==> config.mk <==
export PLATFORM = sky130hd
export DESIGN_NAME = raw10_packet_ctrl
export DESIGN_NICKNAME = d
export VERILOG_FILES = /design/src/rtl/raw10_packet_ctrl.sv
export SDC_FILE = /design/constraint.sdc
export NUM_CORES = 1
export LEC_CHECK = 0
export CORE_UTILIZATION = 60
export CTS_CLUSTER_DIAMETER = 60
export CTS_CLUSTER_SIZE = 16
export DETAILED_ROUTE_END_ITERATION = 7
export PLACE_DENSITY = 0.89
export SLEW_MARGIN = 20
export SYNTH_ARGS = -nofsm -noshare
export SYNTH_HDL_FRONTEND = slang
export SYNTH_SLANG_ARGS = --single-unit
==> constraint.sdc <==
create_clock -name rxbyteclkhs -period 5.2 [get_ports rxbyteclkhs]
set_clock_uncertainty 0.15 [all_clocks]
set_input_delay 0.52 -clock rxbyteclkhs [delete_from_list [all_inputs] [get_ports rxbyteclkhs]]
set_output_delay 0.52 -clock rxbyteclkhs [all_outputs]
set_load 0.01 [all_outputs]
==> src/rtl/raw10_packet_ctrl.sv <==
// CSI-2 packet sequencer for the RAW10 decoder: parses headers, tracks frames,
// strips headers/CRC and gates long-packet payload with frame_active.
module raw10_packet_ctrl #(
    parameter logic [1:0]  VC_SEL   = 2'd0,
    parameter logic [5:0]  DT_RAW10 = 6'h2B,
    parameter logic [15:0] MAX_WC   = 16'd8000
) (
    input  logic        rxbyteclkhs,
    input  logic        reset_n,
    input  logic [15:0] data_in,
    input  logic        data_valid,
    output logic [15:0] payload_data,
    output logic        frame_active,
    output logic        frame_valid,
    output logic [15:0] line_count,
    output logic [15:0] frame_count,
    output logic        pkt_err,
    output logic [2:0]  err_code
);

    typedef enum logic [1:0] {
        IDLE,
        HDR2,
        PAYLOAD,
        CRC
    } state_e;

    state_e      state_q;
    logic [7:0]  di_q;
    logic [7:0]  wc_lo_q;
    logic [15:0] rem_q;
    logic        fwd_q;

    logic [15:0] wc;
    logic [1:0]  vc;
    logic [5:0]  dt;
    logic        id_match;
    logic        wc_ok;
    logic        abort;

    assign wc       = {data_in[15:8], wc_lo_q};
    assign vc       = di_q[7:6];
    assign dt       = di_q[5:0];
    assign id_match = (vc == VC_SEL) && (dt == DT_RAW10);
    assign wc_ok    = ((wc % 16'd10) == 16'd0);
    // A gap in data_valid anywhere inside a packet kills the packet.
    assign abort    = !data_valid && (state_q != IDLE);

    always_ff @(posedge rxbyteclkhs or negedge reset_n) begin
        if (!reset_n) begin
            state_q      <= IDLE;
            di_q         <= 8'd0;
            wc_lo_q      <= 8'd0;
            rem_q        <= 16'd0;
            fwd_q        <= 1'b0;
            payload_data <= 16'd0;
            frame_active <= 1'b0;
            frame_valid  <= 1'b0;
            line_count   <= 16'd0;
            frame_count  <= 16'd0;
            pkt_err      <= 1'b0;
            err_code     <= 3'd0;
        end else begin
            payload_data <= data_in;
            frame_active <= 1'b0;
            pkt_err      <= 1'b0;
            if (abort) begin
                pkt_err  <= 1'b1;
                err_code <= 3'd3;
                state_q  <= IDLE;
            end else begin
                unique case (state_q)
                    IDLE: begin
                        if (data_valid) begin
                            di_q    <= data_in[15:8];
                            wc_lo_q <= data_in[7:0];
                            state_q <= HDR2;
                        end
                    end
                    HDR2: begin
                        if (dt <= 6'h0F) begin
                            state_q <= IDLE;
                            if (vc == VC_SEL && dt == 6'h00) begin
                                frame_valid <= 1'b1;
                                frame_count <= frame_count + 16'd1;
                                line_count  <= 16'd0;
                            end else if (vc == VC_SEL && dt == 6'h01) begin
                                frame_valid <= 1'b0;
                            end
                        end else if (wc > MAX_WC) begin
                            pkt_err  <= 1'b1;
                            err_code <= 3'd2;
                            state_q  <= IDLE;
                        end else if (wc == 16'd0) begin
                            fwd_q   <= 1'b0;
                            state_q <= CRC;
                        end else begin
                            rem_q   <= wc;
                            fwd_q   <= id_match && wc_ok && frame_valid;
                            state_q <= PAYLOAD;
                            if (id_match && !wc_ok) begin
                                pkt_err  <= 1'b1;
                                err_code <= 3'd1;
                            end else if (id_match && !frame_valid) begin
                                pkt_err  <= 1'b1;
                                err_code <= 3'd4;
                            end
                        end
                    end
                    PAYLOAD: begin
                        frame_active <= fwd_q;
                        // Odd WC: the trailing low byte is dropped.
                        if (rem_q <= 16'd2) begin
                            rem_q   <= 16'd0;
                            state_q <= CRC;
                        end else begin
                            rem_q <= rem_q - 16'd2;
                        end
                    end
                    CRC: begin
                        if (fwd_q) begin
                            line_count <= line_count + 16'd1;
                        end
                        state_q <= IDLE;
                    end
                    default: state_q <= IDLE;
                endcase
            end
        end
    end

endmodule

==> results.yml <==
run_status:
  outcome: "completed"
cells_and_area:
  final_cell_count_no_fill: 818
  nets: 727
  regArea_mm2: 0.00223
  nFillCells: 538
  area_delta_synth_final_pct: 26.9
  n_antenna_cell: 0
  multi_input_area_mm2: 0.00316
  fin_util_pct: 78.8
  drive_above_1_share_pct: 20.8
critical_path:
  crit_path_end: "err_code[1]"
  critical_path.max_fanout: 9
  crit_path_end_kind: "flip-flop"
  cp_slowest_stage_delay_ns: 0.40
  cp_slowest_cell: "or3_1"
  cpMostUsedCell: "buf_4"
  cp_cell_sequence: "clkbuf_2 -> and4bb_2 -> a311oi_1 -> buf_4 -> or3_1 -> or3_1 -> a211o_1 -> a32oi_2 -> buf_4 -> nor2_1 -> a211o_1 -> o221ai_1 -> nor3_2 -> or2_1 -> buf_4 -> o2bb2ai_1 -> o31a_1 -> a22o_4 -> a211oi_2 -> o221ai_1"
  reg2reg_slack_ns: 0.89
  reg2reg_from: "wc_lo_q[7]"
  cp-start-kind: "input port"
  r2r_cells: 14
  crit_start: "data_in[12]"
  regToRegEndpoint: "err_code[1]"
  worstPathRequired_ns: 5.26
  worstPathArrival_ns: 5.16
  crit_type: "input port to flip-flop"
drt:
  met1_length_mm: 5.80
  wl_met2_mm: 7.79
  viasPerCell: 6.60
  highest_layer: "met4"
  drt_iter0_markers: 399
  first_pass_iters: 6
  drc: 0
  route.vias.total: 5401
  wire_per_inst_um: 18.8
  dr_wl_met3_mm: 1.21
  wirelength_mm: 15.4
  drtAntennaViolNets: 0
pwr:
  cellLeakagePower_nw: 2.91
  p_per_area_mw_per_mm2: 298
  peakVddDrop_mv: 0.211
timing:
  drv_slew: 0
  setup-tns-final_ns: 0
  setup_viol: 0
  maxSlewHeadroom_pct: 46.9
  max_freq_mhz: 196
  hold_viol_final: 0
  fin_crit_sh_pct: 98.2
  fin_crit_ns: 5.11
  timing.hold.ws_ns: 0.0722
  tightest_slew_ns: 0.797
clock_tree:
  insertion_delay_ns: 0.36
  clk_pin_slew_ns: 0.09
  clockBufferDepth: 2
  cts_max_level: 3
  hold_buffers: 0
  cts_tree: "built"
  cts_buffers: 9
  cts.sinks: 89
  cts-root-buf: "clkbuf_8"
logic_synthesis:
  ys_seq_area_share_pct: 40.9
  synth_fp_nets: 621
  synth_top_cell_by_area: "dfrtp_1"
  syn-cell-area_mm2: 0.00544
  async_reset_ff_share_pct: 100
  syn_area_per_cell_um2: 9.08
  yosys_warnings: 0
  synthesis.instances: 599
  synthFlopType: "dfrtp_1"
  synth_edf_count: 0
  synthDistinctLibCells: 82
  ys_top_cells_by_area: "dfrtp_1 (41%), nor2_1 (4.3%), nand2_1 (4.1%), o21ai_0 (3.0%), xnor2_1 (2.9%)"
  yosys_register_bits: 89
  synth.top_cell.area_share_pct: 40.9
hold_path:
  hold_path.class: "input port to async pin"
grt:
  grt_antenna_before_repair: 0
  grt_max_degree: 90
  grt_pass1_vias: 5342
  gr-total-overflow: 0
  grt_usage_pct: 32.4
  grt_pass1_wl_mm: 25.1
place:
  dp_cells: 799
  gp_congestion: 1.01
  hpwl_mm: 10.3
  port_buffers: 72
die:
  start_util_pct: 62.1
  dieHeight_um: 97.2
  ioPinCount: 73
  placementRows: 34
  core_area_mm2: 0.00876
  dieWidth_um: 97.2
  die_area_mm2: 0.00945
job:
  drv_cap: 0
==> sequential cells by signal, summed over array words and instances (netlist names), 2 cells and up <==
signal / flops
state_q: 2
line_count: 16
err_code: 3
di_q: 8
rem_q: 16
wc_lo_q: 8
frame_count: 16
payload_data: 16
==> routing by layer <==
metal  GRT usage [%]  vias to the layer above
li1                -                     2435
met1            39.1                     2561
met2            57.1                      336
met3            4.24                       69
met4            16.1                        0
met5               0                        -
==> kinds of logic after synthesis <==
| family | Yosys count | share of synthesized area (%) |
|---|---|---|
| AO/OA/AOI/OAI | 157 | 21.7 |
| flip-flops | 89 | 40.9 |
| buffers and inverters | 51 | 4.53 |
| adder cells (fa/ha/maj) | 3 | 0.690 |
| XOR/XNOR | 33 | 5.31 |
| multiplexers | 18 | 3.61 |
| AND/OR/NAND/NOR | 248 | 23.2 |
==> critical path: cells and delay by family <==
family / cells / cell delay [ns]
compound gates: 10 / 2.43
simple gates: 6 / 1.54
buf+inv: 4 / 0.67
==> through the flow <==
step                      instance area (µm²)  total power, mW  setup slack, ns
after floorplan                          5440             1.29            0.189
after global routing                     6900             2.16           -0.117
after global placement                   6530             1.49           -0.522
after CTS                                6830             2.01           0.0408
after detailed placement                 6530             1.53           -0.753
final                                    6900             2.05           0.0934
==> cells in the mapped netlist (4+ instances only) <==
cell type  instances
dfrtp_1           89
nor2_1            62
nand2_1           59
o21ai_0           33
clkbuf_1          25
nand3_1           25
a21oi_1           23
nor3_1            19
xnor2_1           18
xor2_1            15
mux2_2            13
nand4_1           11
inv_1             10
nand2b_1          10
and3_1             9
a211oi_1           8
nor4_1             8
nor2b_1            6
or3_1              6
a211o_1            5
a31oi_1            5
a32oi_1            5
buf_2              5
buf_6              5
mux2i_1            5
o2111ai_1          5
o211ai_1           5
o221ai_1           5
a32o_1             4
o31a_1             4
==> cells in the final DEF (no fill, tap or decap), drive strengths merged, types with 7 or more instances in the layout <==
cell type and count:
a211oi 10, a21oi 24, and3 9, buf 63
clkbuf 17, clkdlybuf4s50 65, dfrtp 89, inv 12
mux2 13, nand2 59, nand2b 10, nand3 25
nand4 11, nor2 63, nor2b 7, nor3 22
nor4 8, o21ai 36, xnor2 18, xor2 15
==> layout make-up <==
cell class | count | share of cell area [%]
timing repair buffer | 134 | 16.8
clock buffer | 11 | 2.05
multi-input combinational | 459 | 45.8
clock inverter | 5 | 0.562
inverter | 12 | 0.652
sequential | 89 | 32.3
tap | 108 | 1.96
==> where the power goes <==
group	leakage (nW)	internal [mW]	switching [mW]	total, mW
registers	1.13	0.767	0.0946	0.862
logic	1.68	0.332	0.413	0.745
clock network	0.0903	0.191	0.257	0.448
total	2.91	1.29	0.764	2.05
==> worst min path at each step <==
stage | from | end | slack (ns)
final | reset_n | frame_count[7] | 0.07
after detailed placement | frame_count[15] | frame_count[15] | 0.32
after floorplan | reset_n | di_q[0] | 0.07
after global placement | frame_count[15] | frame_count[15] | 0.31
after CTS | reset_n | frame_count[15] | 0.26
after global routing | reset_n | frame_count[15] | 0.14
==> timing repair <==
action	in CTS	in global routing
gates resized for setup	25	28
setup buffers	2	1
pin swaps	4	10
setup endpoints to repair	5	5
Note: power is estimated with default switching activity, not from simulation.
